**src/rtl/ceres_pkg.sv**
```systemverilog
// ============================================================================
// Package  : ceres_pkg
// Purpose  : Shared widths and types for the lowX memory arbiter slice.
// Revision : 1.0 - initial release
// ============================================================================
`default_nettype none

package ceres_pkg;

  localparam int unsigned XLEN     = 32;
  localparam int unsigned BLK_SIZE = 128;

  typedef struct packed {
    logic                valid;
    logic                ready;
    logic [XLEN-1:0]     addr;
    logic [1:0]          rw_size;
    logic                rw;
    logic [BLK_SIZE-1:0] data;
    logic                uncached;
  } lowX_req_t;

  typedef struct packed {
    logic                valid;
    logic                ready;
    logic [BLK_SIZE-1:0] data;
  } lowX_res_t;

  typedef enum logic [1:0] {
    IDLE = 2'd0,
    REQ  = 2'd1,
    RESP = 2'd2
  } arb_state_e;

  typedef enum logic {
    ARB_IC = 1'b0,
    ARB_DC = 1'b1
  } arb_port_e;

endpackage

`default_nettype wire

```
**src/rtl/lowx_arb_pick.sv**
```systemverilog
// ============================================================================
// Module   : lowx_arb_pick
// Purpose  : Combinational two-way picker; tie rule selected by
//            LOWX_ARB_ROUND_ROBIN_EN (round-robin) or fixed dcache priority.
// Revision : 1.0 - initial release
// ============================================================================
`default_nettype none

module lowx_arb_pick
  import ceres_pkg::*;
(
  input  logic      ic_v,
  input  logic      dc_v,
  input  arb_port_e last,
  output arb_port_e winner,
  output logic      any
);

`ifndef LOWX_ARB_ROUND_ROBIN_EN
  // Fixed priority keeps the history input only for interface compatibility.
  logic unused_last;
  assign unused_last = last;
`endif

  always_comb begin
    any    = ic_v | dc_v;
    winner = ARB_IC;
    if (ic_v && dc_v) begin
`ifdef LOWX_ARB_ROUND_ROBIN_EN
      winner = (last == ARB_IC) ? ARB_DC : ARB_IC;
`else
      winner = ARB_DC;
`endif
    end else if (dc_v) begin
      winner = ARB_DC;
    end
  end

endmodule

`default_nettype wire

```
**src/rtl/lowx_mem_arbiter.sv**
```systemverilog
// ============================================================================
// Module   : lowx_mem_arbiter
// Purpose  : Arbitrates icache/dcache lowX requests onto one memory port and
//            routes the response back. Tie rule: LOWX_ARB_ROUND_ROBIN_EN.
// Revision : 1.0 - initial release
// ============================================================================
`default_nettype none

module lowx_mem_arbiter #(
  parameter int unsigned XLEN     = ceres_pkg::XLEN,
  parameter int unsigned BLK_SIZE = ceres_pkg::BLK_SIZE
) (
  input  logic                     clk_i,
  input  logic                     rst_ni,
  input  logic [XLEN+BLK_SIZE+5:0] icache_req_i,
  output logic [BLK_SIZE+1:0]      icache_res_o,
  input  logic [XLEN+BLK_SIZE+5:0] dcache_req_i,
  output logic [BLK_SIZE+1:0]      dcache_res_o,
  output logic [XLEN+BLK_SIZE+5:0] mem_req_o,
  input  logic [BLK_SIZE+1:0]      mem_res_i,
  output logic                     busy_o
);

  import ceres_pkg::*;

  lowX_req_t  ic_req;
  lowX_req_t  dc_req;
  lowX_req_t  req_q;
  lowX_req_t  mem_req;
  lowX_res_t  mem_res;
  lowX_res_t  fwd;
  lowX_res_t  ic_res;
  lowX_res_t  dc_res;
  arb_state_e state_q;
  arb_state_e state_d;
  arb_port_e  grant_q;
  arb_port_e  last_q;
  arb_port_e  winner;
  logic       any_valid;
  logic       take_grant;
  logic       complete;

  assign ic_req  = icache_req_i;
  assign dc_req  = dcache_req_i;
  assign mem_res = mem_res_i;

  lowx_arb_pick u_pick (
    .ic_v   (ic_req.valid),
    .dc_v   (dc_req.valid),
    .last   (last_q),
    .winner (winner),
    .any    (any_valid)
  );

  always_ff @(posedge clk_i) begin
    if (!rst_ni) begin
      state_q <= IDLE;
      req_q   <= '0;
      grant_q <= ARB_IC;
      last_q  <= ARB_IC;
    end else begin
      state_q <= state_d;
      if (take_grant) begin
        grant_q <= winner;
        req_q   <= (winner == ARB_DC) ? dc_req : ic_req;
      end
      if (complete) begin
        last_q <= grant_q;
      end
    end
  end

  always_comb begin
    state_d    = state_q;
    take_grant = 1'b0;
    complete   = 1'b0;
    mem_req    = '0;
    fwd        = '0;
    unique case (state_q)
      IDLE: begin
        if (any_valid) begin
          take_grant = 1'b1;
          state_d    = REQ;
        end
      end
      REQ: begin
        mem_req       = req_q;
        mem_req.valid = 1'b1;
        fwd.ready     = mem_res.ready;
        if (mem_res.ready) begin
          if (mem_res.valid) begin
            fwd.valid = 1'b1;
            fwd.data  = mem_res.data;
            complete  = 1'b1;
            state_d   = IDLE;
          end else begin
            state_d = RESP;
          end
        end
      end
      RESP: begin
        // Memory has accepted; only the data/ack beat matters from here.
        mem_req       = req_q;
        mem_req.valid = 1'b0;
        if (mem_res.valid) begin
          fwd.valid = 1'b1;
          fwd.data  = mem_res.data;
          complete  = 1'b1;
          state_d   = IDLE;
        end
      end
      default: state_d = IDLE;
    endcase

    ic_res = '0;
    dc_res = '0;
    if (grant_q == ARB_DC) begin
      dc_res = fwd;
    end else begin
      ic_res = fwd;
    end
  end

  assign mem_req_o    = mem_req;
  assign icache_res_o = ic_res;
  assign dcache_res_o = dc_res;
  assign busy_o       = (state_q != IDLE);

endmodule

`default_nettype wire
```
**config.mk**
```make
export PLATFORM = sky130hd
export DESIGN_NAME = lowx_mem_arbiter
export DESIGN_NICKNAME = d
export VERILOG_FILES = /design/src/rtl/ceres_pkg.sv /design/src/rtl/lowx_arb_pick.sv /design/src/rtl/lowx_mem_arbiter.sv
export SDC_FILE = /design/constraint.sdc
export NUM_CORES = 1
export LEC_CHECK = 0
export CORE_AREA = 2 2 352 354
export CTS_CLUSTER_SIZE = 10
export DETAILED_ROUTE_END_ITERATION = 8
export DIE_AREA = 0 0 354 356
export GPL_TIMING_DRIVEN = 0
export PLACE_DENSITY = 0.3
export SYNTH_ARGS = -nofsm -noshare
export SYNTH_HDL_FRONTEND = slang
export SYNTH_SLANG_ARGS = --single-unit
```
**constraint.sdc**
```tcl
create_clock -name clk_i -period 2.6 [get_ports clk_i]
set_clock_uncertainty 0.1 [all_clocks]
set_input_delay 0.52 -clock clk_i [delete_from_list [all_inputs] [get_ports clk_i]]
set_output_delay 0.52 -clock clk_i [all_outputs]
set_load 0.005 [all_outputs]
```
## Word-level counts from Yosys, hierarchy flattened

Cells that the tools add are included.

| storage, ports and cells | value |
|---|---|
| bits in registers | 168 |
| output and inout bits | 427 |

| operators by class | value |
|---|---|
| equality and inequality tests | 5 |
| multiplexer cells | 20 |
| bitwise operators | 1 |
| reduce and logical (&&, ||, !) cells | 4 |

Operators by type and width:

| operator | count |
|---|---|
| $pmux 166 s2 | 1 |
| $mux 130 | 2 |
| $mux 128 | 2 |
| $pmux 128 s2 | 1 |
| $mux 165 | 1 |
| $mux 2 | 4 |
| $mux 1 | 7 |
| $ne 2x2->1 const B | 3 |
| $pmux 2 s3 | 1 |
| $reduce_and 3->1 | 1 |
| $eq 2x1->1 const B | 1 |
| $eq 2x2->1 const B | 1 |
| $logic_not 2->1 | 1 |
| $pmux 1 s2 | 1 |
| $reduce_bool 2->1 | 1 |
| $logic_and 1x1->1 | 1 |
| $or 1x1->1 | 1 |

## Depth between registers and ports, before layout

| logic depth | value |
|---|---|
| word-level depth | 4 |
| depth in mapped cells | 8 |
| gate-level depth less buffers | 5 |

## By module

Synthesis repeated with hierarchy kept, for this count alone.

| unflattened totals | value |
|---|---|
| cells, all modules | 1,239 |
| area, all modules | 10,339.9 um^2 |

Modules (own cells, without submodules):

| module | instances | cells each | area an instance (um^2) |
|---|---|---|---|
| lowx_mem_arbiter | 1 | 1,237 | 10,329.9 |
| lowx_arb_pick | 1 | 2 | 10.0 |

## Least setup slack after synthesis

No wires, ideal clock.

| timing | value |
|---|---|
| path type | register -> output |
| from | reg state_q[0] |
| to | out icache_res_o[100] |
| arrival | 1,434 ps |
| required time | 1,980 ps |
| setup slack | 546 ps |
| stages on the path, launching flop included | 8 |
| cells stage by stage | dfxtp_1 inv_1 ha_1 nand2_1 nor3_2 buf_2 clkbuf_2 and2_1 |

| on the way | value |
|---|---|
| longest elaborated chain between the ends | 3 |

RTL lines:

| element | RTL line | text |
|---|---|---|
| start: declaration | lowx_mem_arbiter.sv:34 | `arb_state_e state_q;` |
| start signal: assignment | lowx_mem_arbiter.sv:62 | `state_q <= state_d;` |
| $eq 2x2->1 or $eq 2x1->1 (tied branches) | lowx_mem_arbiter.sv:79 | `unique case (state_q)` |
| $pmux 128 s2 (*) | lowx_mem_arbiter.sv:79 |  |
| $mux 130 (*) | lowx_mem_arbiter.sv:117 | `if (grant_q == ARB_DC) begin` |
| end: declaration | lowx_mem_arbiter.sv:16 | `output logic [BLK_SIZE+1:0] icache_res_o,` |

Every way passes the cells marked *; elsewhere a longest branch is shown, timed or not.

## Final worst setup path

| timing | value |
|---|---|
| from | in mem_res_i[128] |
| to | out dcache_res_o[83] |

| on the way | value |
|---|---|
| longest elaborated chain between the ends | 3 |

RTL lines:

| element | RTL line | text |
|---|---|---|
| start: declaration | lowx_mem_arbiter.sv:20 | `input logic [BLK_SIZE+1:0] mem_res_i,` |
| $mux 128 | lowx_mem_arbiter.sv:90 | `if (mem_res.ready) begin` |
| $pmux 128 s2 | lowx_mem_arbiter.sv:79 |  |
| $mux 130 | lowx_mem_arbiter.sv:117 |  |
| end: declaration | lowx_mem_arbiter.sv:18 | `output logic [BLK_SIZE+1:0] dcache_res_o,` |

No other way between the ends.

==> results.yml <==
clocking:
  clk_latency_ns: 0.48
  cts.clk_slew.worst_paths_ns: 0.07
  hold_buffers: 0
  clk_path_buf_depth: 2
  cts_buffers: 17
  clock_sinks: 168
  htreeDepth: 4
  tritoncts: "yes"
  root_buffer: "clkbuf_16"
critical_path:
  worstPathArrival_ns: 2.42
  cpPeakStageDelay_ns: 0.59
  cpLargestDelayFamily: "buffers and inverters"
  crit_path_end_kind: "primary output"
  critical_path_buf_inv_count: 5
  crit_slowest_cell: "clkdlybuf4s50_1"
  start_kind: "primary input"
  crit_type: "in -> out"
  crit_chain: "clkdlybuf4s50_1 -> a21oi_4 -> nor3b_2 -> buf_6 -> buf_12 -> buf_8 -> and2_1 -> dlygate4sd2_1"
  cp.required_ns: 1.98
  cp_max_fo: 10
grt:
  grt_overflow: 0
  grt_pass1_vias: 13600
  grt_max_degree: 17
  antenna_found_initial: 47
  grt_pass1_wl_mm: 119
  grt_usage_pct: 13.9
layout:
  final_net_count: 2655
  drive_gt1_share_pct: 18.2
  seq_area_mm2: 0.00337
  utilization_pct: 19.3
  areaGrowthSynthToFinish_pct: 118
  multi_input_area_mm2: 0.00691
  fillers: 13700
synth:
  synthArstFlopShare_pct: 0
  synth_seq_area_share_pct: 30.9
  synth_area_mm2: 0.0109
  synth_flop_cell: "dfxtp_1"
  syn-num-nets: 1700
  synth_edf_count: 0
  synth-seq-cells: 168
  synth.area.top_cells: "dfxtp_1 31%, and2_1 24%, mux2i_1 15%"
  ys_types: 24
  syn_inst: 1233
  yosysMostFrequentCell: "and2_1"
  ys_warn_count: 0
  avgSynthCellArea_um2: 8.83
  synth_top_area_share_pct: 30.9
  synth_largest_area_cell: "dfxtp_1"
  synthTopCellsByCount: "421 x and2_1, 170 x nand2_1, 168 x dfxtp_1"
route:
  drtAntennaViolNets: 0
  met3_length_mm: 5.53
  vias_per_cell: 3.31
  drtIter0Drc: 384
  drc: 0
  dr_wl_met2_mm: 50.6
  drt-met1-wl_mm: 33.2
  num_vias: 12700
  wl_per_cell_um: 24.0
  wl_mm: 92.5
  top_layer: "met5"
  dr.pass1.iters: 4
place:
  gp_congestion: 0.866
  portBuffers: 888
  hpwl_mm: 80.1
floorplan:
  rows: 129
  start_util_pct: 8.87
  fp.dieW_um: 354
  fp.coreArea_mm2: 0.123
  dieArea_mm2: 0.126
  num_io_pins: 891
  fp.dieH_um: 356
sta:
  finalCritPeriodShare_pct: 117
  worst_slack_ns: -0.441
  final-setup-viol-count: 425
  relSlewSlack_pct: 19.9
  finalHoldViolations: 0
  finalMaxSlewViolations: 0
  fmax_ghz: 0.329
  tns_ns: -102.54
  tightest_slew_ns: 1.20
  period_minus_slack_ns: 3.04
  grt_setup_unrepaired: "yes"
power_and_ir_drop:
  power_density_mw_per_mm2: 394
  leakagePower_nw: 13.6
  combPwrFrac_pct: 36.6
  seqPwrFrac_pct: 34.2
  p_sw_share_pct: 32.8
  peakVddDrop_mv: 0.493
  p_sw_w: 0.00307
  p_clk_share_pct: 29.2
  power_w: 0.00934
  intPower_w: 0.00628
outcome:
  status: "finished with violations"
  violations: "setup timing"
min_path:
  hp-class: "reg -> reg"
run:
  maxCapViolations: 0
## final cells by class
type	count	area share, %
Multi-Input combinational cell	941	29.1
Sequential cell	168	14.2
Tap cell	1637	8.64
Inverter	3	0.0686
Clock inverter	15	0.707
Antenna cell	13	0.137
Clock buffer	17	1.79
Timing Repair Buffer	938	39.6
Buffer	119	5.75
## cell families after synthesis
| kind of cell | Yosys count | synth area share, % |
|---|---|---|
| AO/OA/AOI/OAI | 171 | 15.6 |
| adder cells (fa/ha/maj) | 3 | 0.345 |
| buffers and inverters | 124 | 7.24 |
| flip-flops | 168 | 30.9 |
| multiplexers | 166 | 15.3 |
| AND/OR/NAND/NOR | 601 | 30.7 |
## metal layers
metal	up-vias	global-route usage [%]
li1	6066	-
met1	6014	14.0
met2	532	26.9
met3	131	3.77
met4	6	5.67
met5	-	0
## through the flow
step | hold WS (ns) | worst slack, ns | cells | cell area, um^2
detailed placement | 0.363 | -1.34 | 3758 | 21800
global placement | 0.360 | -1.29 | 3758 | 21800
global route | 0.407 | -0.537 | 3847 | 23700
CTS | 0.394 | -0.648 | 3813 | 23100
finish | 0.391 | -0.441 | 3851 | 23700
floorplan | 0.347 | 0.546 | 1233 | 10900
## path summary, 6_finish.rpt
path | start | to | slack [ns] | cells after the start
setup / recovery | mem_res_i[128] | dcache_res_o[83] | -0.44 | 8
hold reg to reg | req_q[163] | req_q[163] | 0.39 | 1
setup reg to reg | state_q[1] | req_q[38] | 0.69 | 8
hold / removal | req_q[163] | req_q[163] | 0.39 | 1
## state kept, by name (all words and copies together), names as in the netlist
signal and cells:
state_q 2, req_q 165, grant_q 1
## timing repair
action | CTS | global route
gates resized for setup | 584 | 475
endpoints found under the setup margin | 426 | 426
cloned | 7 | 4
pin swaps | 4 | 11
buffers inserted | 16 | 24
## power by group through the flow
stage	logic (W)	registers, W	clock network [W]
global route	0.00374	0.00325	0.00297
global placement	0.00328	0.00324	0
floorplan	0.00142	0.00317	0
CTS	0.00352	0.00320	0.00290
detailed placement	0.00330	0.00325	0
finish	0.00342	0.00320	0.00273
## cells in the final DEF, fill, tap and decap left out, types with 7 or more instances in the layout
cell type and count:
clkdlybuf4s50_1 542, and2_1 381, nand2_1 169, mux2i_1 166
dfxtp_1 166, o211a_1 165, dlymetal6s2s_1 145, buf_6 89
buf_2 71, clkbuf_2 43, buf_4 43, and2_4 40
clkbuf_16 37, dlygate4sd2_1 27, clkbuf_1 21, clkdlybuf4s15_2 19
buf_8 15, diode_2 13, clkbuf_8 7
Power figures use the tool's default switching activity.
